**src/rtl/apb_arb_pkg.sv**
```systemverilog
// Shared types and constants for the two-master APB arbiter.
// Holds the transfer FSM states, grant indices and the round-robin pick.
package apb_arb_pkg;

    typedef enum logic [1:0] {
        IDLE   = 2'd0,
        SETUP  = 2'd1,
        ACCESS = 2'd2
    } arb_state_e;

    localparam logic GNT_M0 = 1'b0;
    localparam logic GNT_M1 = 1'b1;

    localparam int STRB_W = 4;
    localparam int WDT_W  = 8;

    // On a tie the master that did not complete last wins; a lone requester always wins.
    function automatic logic rr_pick(input logic [1:0] req, input logic last_grant);
        if (req == 2'b11) begin
            return ~last_grant;
        end
        return req[1] ? GNT_M1 : GNT_M0;
    endfunction

endpackage

```
**src/rtl/apb_watchdog.sv**
```systemverilog
// ACCESS-phase cycle counter; o_expired flags the last allowed ACCESS cycle.
// Cleared whenever the arbiter is outside ACCESS so every transfer starts fresh.
module apb_watchdog
    import apb_arb_pkg::*;
#(
    parameter int TIMEOUT = 255
) (
    input  logic clk,
    input  logic rts_n,
    input  logic i_clear,
    input  logic i_enable,
    output logic o_expired
);

    localparam logic [WDT_W-1:0] LIMIT = WDT_W'(TIMEOUT - 1);

    logic [WDT_W-1:0] r_count;

    always_ff @(posedge clk or negedge rts_n) begin
        if (!rts_n) begin
            r_count <= '0;
        end else if (i_clear) begin
            r_count <= '0;
        end else if (i_enable && (r_count != {WDT_W{1'b1}})) begin
            r_count <= r_count + 1'b1;
        end
    end

    assign o_expired = i_enable && (r_count >= LIMIT);

endmodule

```
**src/rtl/apb_arbiter.sv**
```systemverilog
// Two-master to one-slave APB arbiter with round-robin grant and ACCESS timeout.
// Every m_* and s_* output comes straight from a register.
module apb_arbiter
    import apb_arb_pkg::*;
#(
    parameter int ADDR_WIDTH = 32,
    parameter int DATA_WIDTH = 32,
    parameter int TIMEOUT    = 255
) (
    input  logic                    clk,
    input  logic                    rts_n,
    input  logic [2*ADDR_WIDTH-1:0] m_paddr,
    input  logic [2*DATA_WIDTH-1:0] m_pdata,
    input  logic [1:0]              m_pwrite,
    input  logic [2*STRB_W-1:0]     m_pstb,
    input  logic [1:0]              m_psel,
    input  logic [1:0]              m_penable,
    output logic [DATA_WIDTH-1:0]   m_prdata,
    output logic [1:0]              m_pready,
    output logic [1:0]              m_perr,
    output logic [ADDR_WIDTH-1:0]   s_paddr,
    output logic [DATA_WIDTH-1:0]   s_pdata,
    output logic                    s_pwrite,
    output logic [STRB_W-1:0]       s_pstb,
    output logic                    s_psel,
    output logic                    s_penable,
    input  logic [DATA_WIDTH-1:0]   s_prdata,
    input  logic                    s_pready,
    input  logic                    s_perr
);

    arb_state_e r_state;
    arb_state_e w_next_state;

    logic                  r_grant;
    logic                  r_last_grant;
    logic [ADDR_WIDTH-1:0] r_s_paddr;
    logic [DATA_WIDTH-1:0] r_s_pdata;
    logic                  r_s_pwrite;
    logic [STRB_W-1:0]     r_s_pstb;
    logic                  r_s_psel;
    logic                  r_s_penable;
    logic [DATA_WIDTH-1:0] r_m_prdata;
    logic [1:0]            r_m_pready;
    logic [1:0]            r_m_perr;

    logic [1:0]            w_req;
    logic                  w_pick;
    logic                  w_load;
    logic                  w_expired;
    logic                  w_done_ok;
    logic                  w_done_to;
    logic                  w_done;
    logic                  w_s_psel_nxt;
    logic                  w_s_penable_nxt;
    logic [1:0]            w_m_pready_nxt;
    logic [1:0]            w_m_perr_nxt;
    logic [DATA_WIDTH-1:0] w_m_prdata_nxt;
    logic                  w_unused;

    // The master just acknowledged still holds m_psel for that one cycle; mask it out.
    assign w_req     = m_psel & ~r_m_pready;
    assign w_pick    = rr_pick(w_req, r_last_grant);
    assign w_load    = (r_state == IDLE) && (|w_req);
    assign w_done_ok = (r_state == ACCESS) && s_pready;
    assign w_done_to = (r_state == ACCESS) && !s_pready && w_expired;
    assign w_done    = w_done_ok || w_done_to;
    assign w_unused  = ^m_penable;

    apb_watchdog #(
        .TIMEOUT (TIMEOUT)
    ) u_watchdog (
        .clk       (clk),
        .rts_n     (rts_n),
        .i_clear   (r_state != ACCESS),
        .i_enable  (r_state == ACCESS),
        .o_expired (w_expired)
    );

    always_ff @(posedge clk or negedge rts_n) begin
        if (!rts_n) begin
            r_state <= IDLE;
        end else begin
            r_state <= w_next_state;
        end
    end

    always_comb begin
        w_next_state = r_state;
        case (r_state)
            IDLE:    if (|w_req) w_next_state = SETUP;
            SETUP:   w_next_state = ACCESS;
            ACCESS:  if (w_done) w_next_state = IDLE;
            default: w_next_state = IDLE;
        endcase
    end

    always_comb begin
        w_s_psel_nxt    = (w_next_state != IDLE);
        w_s_penable_nxt = (w_next_state == ACCESS);
        w_m_pready_nxt  = 2'b00;
        w_m_perr_nxt    = 2'b00;
        w_m_prdata_nxt  = r_m_prdata;
        if (w_done) begin
            w_m_pready_nxt[r_grant] = 1'b1;
            w_m_perr_nxt[r_grant]   = w_done_ok ? s_perr : 1'b1;
            w_m_prdata_nxt          = w_done_ok ? s_prdata : '0;
        end
    end

    always_ff @(posedge clk or negedge rts_n) begin
        if (!rts_n) begin
            r_grant      <= GNT_M0;
            r_last_grant <= GNT_M1;
            r_s_paddr    <= '0;
            r_s_pdata    <= '0;
            r_s_pwrite   <= 1'b0;
            r_s_pstb     <= '0;
            r_s_psel     <= 1'b0;
            r_s_penable  <= 1'b0;
            r_m_prdata   <= '0;
            r_m_pready   <= 2'b00;
            r_m_perr     <= 2'b00;
        end else begin
            r_s_psel    <= w_s_psel_nxt;
            r_s_penable <= w_s_penable_nxt;
            r_m_pready  <= w_m_pready_nxt;
            r_m_perr    <= w_m_perr_nxt;
            r_m_prdata  <= w_m_prdata_nxt;
            if (w_load) begin
                r_grant    <= w_pick;
                r_s_paddr  <= w_pick ? m_paddr[2*ADDR_WIDTH-1:ADDR_WIDTH] : m_paddr[ADDR_WIDTH-1:0];
                r_s_pdata  <= w_pick ? m_pdata[2*DATA_WIDTH-1:DATA_WIDTH] : m_pdata[DATA_WIDTH-1:0];
                r_s_pwrite <= m_pwrite[w_pick];
                r_s_pstb   <= w_pick ? m_pstb[2*STRB_W-1:STRB_W] : m_pstb[STRB_W-1:0];
            end
            if (w_done) begin
                r_last_grant <= r_grant;
            end
        end
    end

    assign s_paddr   = r_s_paddr;
    assign s_pdata   = r_s_pdata;
    assign s_pwrite  = r_s_pwrite;
    assign s_pstb    = r_s_pstb;
    assign s_psel    = r_s_psel;
    assign s_penable = r_s_penable;
    assign m_prdata  = r_m_prdata;
    assign m_pready  = r_m_pready;
    assign m_perr    = r_m_perr;

endmodule

```
**config.mk**
```make
export PLATFORM = sky130hd
export DESIGN_NAME = apb_arbiter
export DESIGN_NICKNAME = d
export VERILOG_FILES = /design/src/rtl/apb_arb_pkg.sv /design/src/rtl/apb_watchdog.sv /design/src/rtl/apb_arbiter.sv
export SDC_FILE = /design/constraint.sdc
export NUM_CORES = 1
export LEC_CHECK = 0
export CAP_MARGIN = 20
export CORE_ASPECT_RATIO = 1.4
export CORE_MARGIN = 2
export CORE_UTILIZATION = 39
export DETAILED_ROUTE_END_ITERATION = 10
export PLACE_DENSITY = 0.83
export SYNTH_ARGS = -nofsm -noshare
export SYNTH_HDL_FRONTEND = slang
export SYNTH_HIERARCHICAL = 1
export SYNTH_SLANG_ARGS = --single-unit
```
**constraint.sdc**
```tcl
create_clock -name clk -period 2.35 [get_ports clk]
set_input_delay 0.47 -clock clk [delete_from_list [all_inputs] [get_ports clk]]
set_output_delay 0.47 -clock clk [all_outputs]
set_load 0.01 [all_outputs]
```
Yosys cells after proc, flatten, opt, wreduce, memory -nomap -nowiden --
Cells that the tools add are included.
Word-level totals: logic and storage cells 61, bits of input ports 178, output and inout bits 107, flip-flop bits (word level) 119
Operators by class: reductions and logical operators 13, mux-type cells 20, equality and inequality tests 6, $add $sub $neg 1, bitwise gates (word level) 4, order comparisons 4
Operators by type and width (number):
- 2-to-1 mux 32 bit | 3
- 2-to-1 mux 8 bit | 2
- adder 8 x 1 -> 8 bit, second input constant | 1
- >= comparator 8 bit, second input constant | 1
- 2-to-1 mux 1 bit | 8
- 2-to-1 mux 2 bit | 4
- inequality test 8 bit, second input constant | 1
- logical AND 1 bit | 7
- equality test 2 bit, second input constant | 3
- case mux 2 bit (3 select lines) | 1
- bitwise AND 2 bit | 2
- < comparator 1 x 2 -> 1 bit, second input constant | 2
- 2-to-1 mux 4 bit | 1
- nonzero test 2 bit | 2
- equality test 2 x 1 -> 1 bit, second input constant | 1
- logical NOT 2 bit | 1
- inequality test 2 bit, second input constant | 1
- NOT 2 bit | 1
- OR reduction 2 bit | 1
- demux 1 bit (select 1 bit) | 1
- >= comparator 1 bit, second input constant | 1
- logical NOT 1 bit | 1
- logical OR 1 bit | 1
- NOT 1 bit | 1

Longest topological paths before layout --
word-level depth 7, mapped depth 8, depth with buffers taken out 8

Modules after synthesis --
Netlist, hierarchy kept.
By module, submodules not included:
- apb_arbiter | cells an instance 484, area an instance 4621.9 µm², times used 1
- apb_watchdog | cells an instance 52, area an instance 491.7 µm², times used 1

Least setup slack after synthesis --
No wires, ideal clock.
path type register to register, start point register r_state[0], end point register r_m_prdata[10] (netlist: m_prdata[10]), arrival time 1599 ps, clock period less this slack 1720 ps, required time 2229 ps, setup slack 630 ps, cell stages (with the launch flop) 8, path buffers 2, path through dfrtp_1 -> nor2b_4 -> buf_2 -> o21ai_0 -> nor3_1 -> o21ai_2 -> clkbuf_1 -> a22o_1
On the way: longest elaborated chain between the ends 4, elaborated cells on any way between the ends 7, classes of those cells eq/ne (1); mux (1); reduce/logical (5)
Ends and longest elaborated chain:
- start: declaration | RTL line apb_arbiter.sv:32 | arb_state_e r_state;
- start signal: assignment | RTL line apb_arbiter.sv:84 | r_state <= w_next_state;
- equality test 2 bit | RTL line apb_arbiter.sv:76 | .i_enable (r_state == ACCESS),
- logical AND 1 bit | RTL line apb_watchdog.sv:29 | assign o_expired = i_enable && (r_count >= LIMIT);
- net w_expired | RTL line apb_arbiter.sv:50 | logic w_expired;
- logical AND 1 bit | RTL line apb_arbiter.sv:66 | assign w_done_to = (r_state == ACCESS) && !s_pready && w_expired;
- logical OR 1 bit | RTL line apb_arbiter.sv:67 | assign w_done = w_done_ok || w_done_to;
- end signal: assignment | RTL line apb_arbiter.sv:129 | r_m_prdata <= w_m_prdata_nxt;
- end: declaration | RTL line apb_arbiter.sv:43 | logic [DATA_WIDTH-1:0] r_m_prdata;
The timed path passes the listed nets, and every way through them passes these cells. A chain may end at the register's enable or synchronous reset.

Worst setup path in the final report --
start point register r_state[0], end point register r_m_prdata[14] (netlist: m_prdata[14])
Same word-level chain as after synthesis.

==> impl_metrics.json <==
{
  "vias": 5072,
  "drt_iter0_markers": 261,
  "fin_nets": 987,
  "cts_tree": "done",
  "final_cell_mix": "clkdlybuf4s50_1, nand2_1, dfrtp_1, nor2_1, a31oi_1",
  "diodes": 0,
  "status": "finished, final reports clean",
  "hp-class": "in -> async",
  "fill_cells": 992,
  "ys_warn_count": 6,
  "max_freq_ghz": 0.492,
  "dp_hpwl_um": 12100,
  "synthDistinctLibCells": 38,
  "ant_nets": 0,
  "num_io_pins": 285,
  "synth-seq-area-share_pct": 58.3,
  "async_reset_ff_share_pct": 100,
  "drive_above_1_share_pct": 6.47,
  "timing.final.hold_violations": 0,
  "r2r_setup_slack_ns": 0.32,
  "synth-simple-area-share_pct": 19.9,
  "synth_top_area_cell": "dfrtp_1",
  "synth_nets": 716,
  "crit_type": "reg -> reg",
  "min_period_ns": 2.03,
  "worstPathRequired_ns": 2.64,
  "end_kind": "flip-flop",
  "synth_top_family_by_area": "simple AND/OR/NAND/NOR gates",
  "core_region_area_sq_mm": 0.0128,
  "worst-path-max-fanout": 35,
  "timing.hold.ws_ns": 0.0496,
  "clock_latency_ns": 0.40,
  "cts_resized": 0,
  "wl_um": 16300,
  "synth.mux.area_fraction_pct": 0.661,
  "setup_tns_ns": 0,
  "overflow": 0,
  "layout_commonest_cell": "clkdlybuf4s50_1",
  "clock_sinks": 119,
  "grt_max_degree": 70,
  "final_area_sq_mm": 0.00867,
  "dpl_cell_area_sq_mm": 0.00811,
  "die_area_sq_mm": 0.0141,
  "ir_worst_vdd_mv": 0.918,
  "grt_usage_pct": 23.2,
  "setup_viol": 0,
  "cts_setup_buffers": 0,
  "max-slew-margin-rel_pct": 63.8,
  "synth_xor_area_share_pct": 0,
  "rsz0062_at_grt": "false",
  "syn_to_final_growth_pct": 69.6,
  "antenna_found_initial": 0,
  "synth_area_leaders": "dfrtp_1, nand2_1, a31oi_1",
  "dieHeight_um": 139,
  "drt-pass1-iter-count": 7,
  "ys.flop_type": "dfrtp_1",
  "routedWlPerCell_um": 16.8,
  "power_density_mw_per_mm2": 1260,
  "path_clk_slew_ns": 0.05,
  "maxCapViolations": 0,
  "initial_core_util_pct": 39.9,
  "grt_pass1_wl_um": 25600,
  "start_kind": "flip-flop",
  "viasPerCell": 5.22,
  "h-tree-depth": 4,
  "final_max_slew_viol_count": 0,
  "die_x_um": 101,
  "synthCells": 536,
  "clockRootBuffer": "clkbuf_16",
  "cts_buffer_depth": 2,
  "arrival_ns": 2.32,
  "drc_errors": 0,
  "worstMarginPinSlew_ns": 0.542,
  "period_share_pct": 86.4,
  "synth-edff-count": 0,
  "synthAdderAreaFrac_pct": 0.489,
  "routabilityCongestion": 0.802,
  "grt_pass1_vias": 5243,
  "ys_ff_latch": 119,
  "utilization_pct": 67.7,
  "rows": 49,
  "port-buffer-count": 282,
  "synth_compound_area_share_pct": 16.2,
  "synth_area_sq_mm": 0.00511,
  "p_leak_nw": 3.68,
  "synth_top_area_share_pct": 57.7,
  "clock_skew_ns": 0.00953,
  "hold_buffers": 0,
  "cts_buffers": 17,
  "syn_area_per_cell_sq_um": 9.54
}
-- layer usage --
layer  routed length [um]  GRT usage, %  share of wire (%)
met1                 5980          25.0                 37
met2                 8310          40.8                 51
met3                 1470          7.48                9.0
met4                  580          10.5                3.5
met5                    0             0                  0
-- cell usage after synthesis, types with 2 or more instances --
library cell	instances
buf_4	4
a21oi_1	2
o21ai_0	5
nor2_1	77
nand2_1	145
nor3_1	4
a211oi_1	2
nor2b_4	2
and4_1	2
mux2_2	3
nor2b_1	3
nand3_1	4
clkbuf_1	5
buf_1	4
ha_1	2
and2_1	2
a31oi_1	71
inv_1	6
dfrtp_1	118
a22o_1	32
buf_2	26
-- worst max-delay path, stage by stage (launching register included) --
cell,delay (ns)
dfrtp_1,0.42
nor2b_4,0.29
o21ai_0,0.19
nor3_1,0.39
o21ai_2,0.07
buf_4,0.25
a22o_1,0.28
-- final cells by class --
| cell class | instances | area (sq um) | share of cell area (%) |
|---|---|---|---|
| Timing Repair Buffer | 292 | 3000 | 34.5 |
| Sequential cell | 119 | 2980 | 34.4 |
| Multi-Input combinational cell | 371 | 1920 | 22.1 |
| Clock buffer | 22 | 464 | 5.35 |
| Tap cell | 153 | 191 | 2.21 |
| Clock inverter | 9 | 101 | 1.17 |
| Inverter | 6 | 22.5 | 0.260 |
-- cells by family (layout without fill, tap and decap cells) --
kind of cell,Yosys count,in the layout
mux,3,3
fa+ha+maj,2,2
buf+inv,46,329
flops,119,119
compound gates,118,118
simple gates,248,248
-- power by group --
part	internal, mW	leakage, nW	switching, mW
registers	3.00	1.41	0.520
clock network	1.60	0.279	0.875
logic	2.67	1.99	2.25
total	7.27	3.68	3.64
-- through the flow --
stage	setup WS, ns	instances	power (mW)
2_1_floorplan	0.630	536	5.79
3_3_place_gp	0.448	941	8.27
3_5_place_dp	0.360	941	8.50
4_1_cts	0.356	972	11.0
5_1_grt	0.210	972	11.6
6_report	0.319	972	10.9
-- sequential cells by signal, indices dropped and copies added (netlist names), 2 cells and up --
name and cells:
s_pdata 32, r_state 2, m_perr 2, s_pstb 4, u_watchdog/r_count 8, m_pready 2, m_prdata 32, s_paddr 32
-- path summary, 6_finish.rpt --
kind | startpoint | end | depth (start not counted)
worst min-delay path | rts_n | s_pdata[23]$_DFFE_PN0P_ | 1
min in group clk | r_last_grant$_DFFE_PN1P_ | r_last_grant$_DFFE_PN1P_ | 2
max in group asynchronous | rts_n | s_paddr[2]$_DFFE_PN0P_ | 2
worst max register to register | r_state[0]$_DFF_PN0_ | m_prdata[14]$_DFFE_PN0P_ | 6
worst max-delay path | r_state[0]$_DFF_PN0_ | m_prdata[14]$_DFFE_PN0P_ | 6
worst min register to register | r_last_grant$_DFFE_PN1P_ | r_last_grant$_DFFE_PN1P_ | 2
No activity file was read; power rests on OpenSTA's default activity.
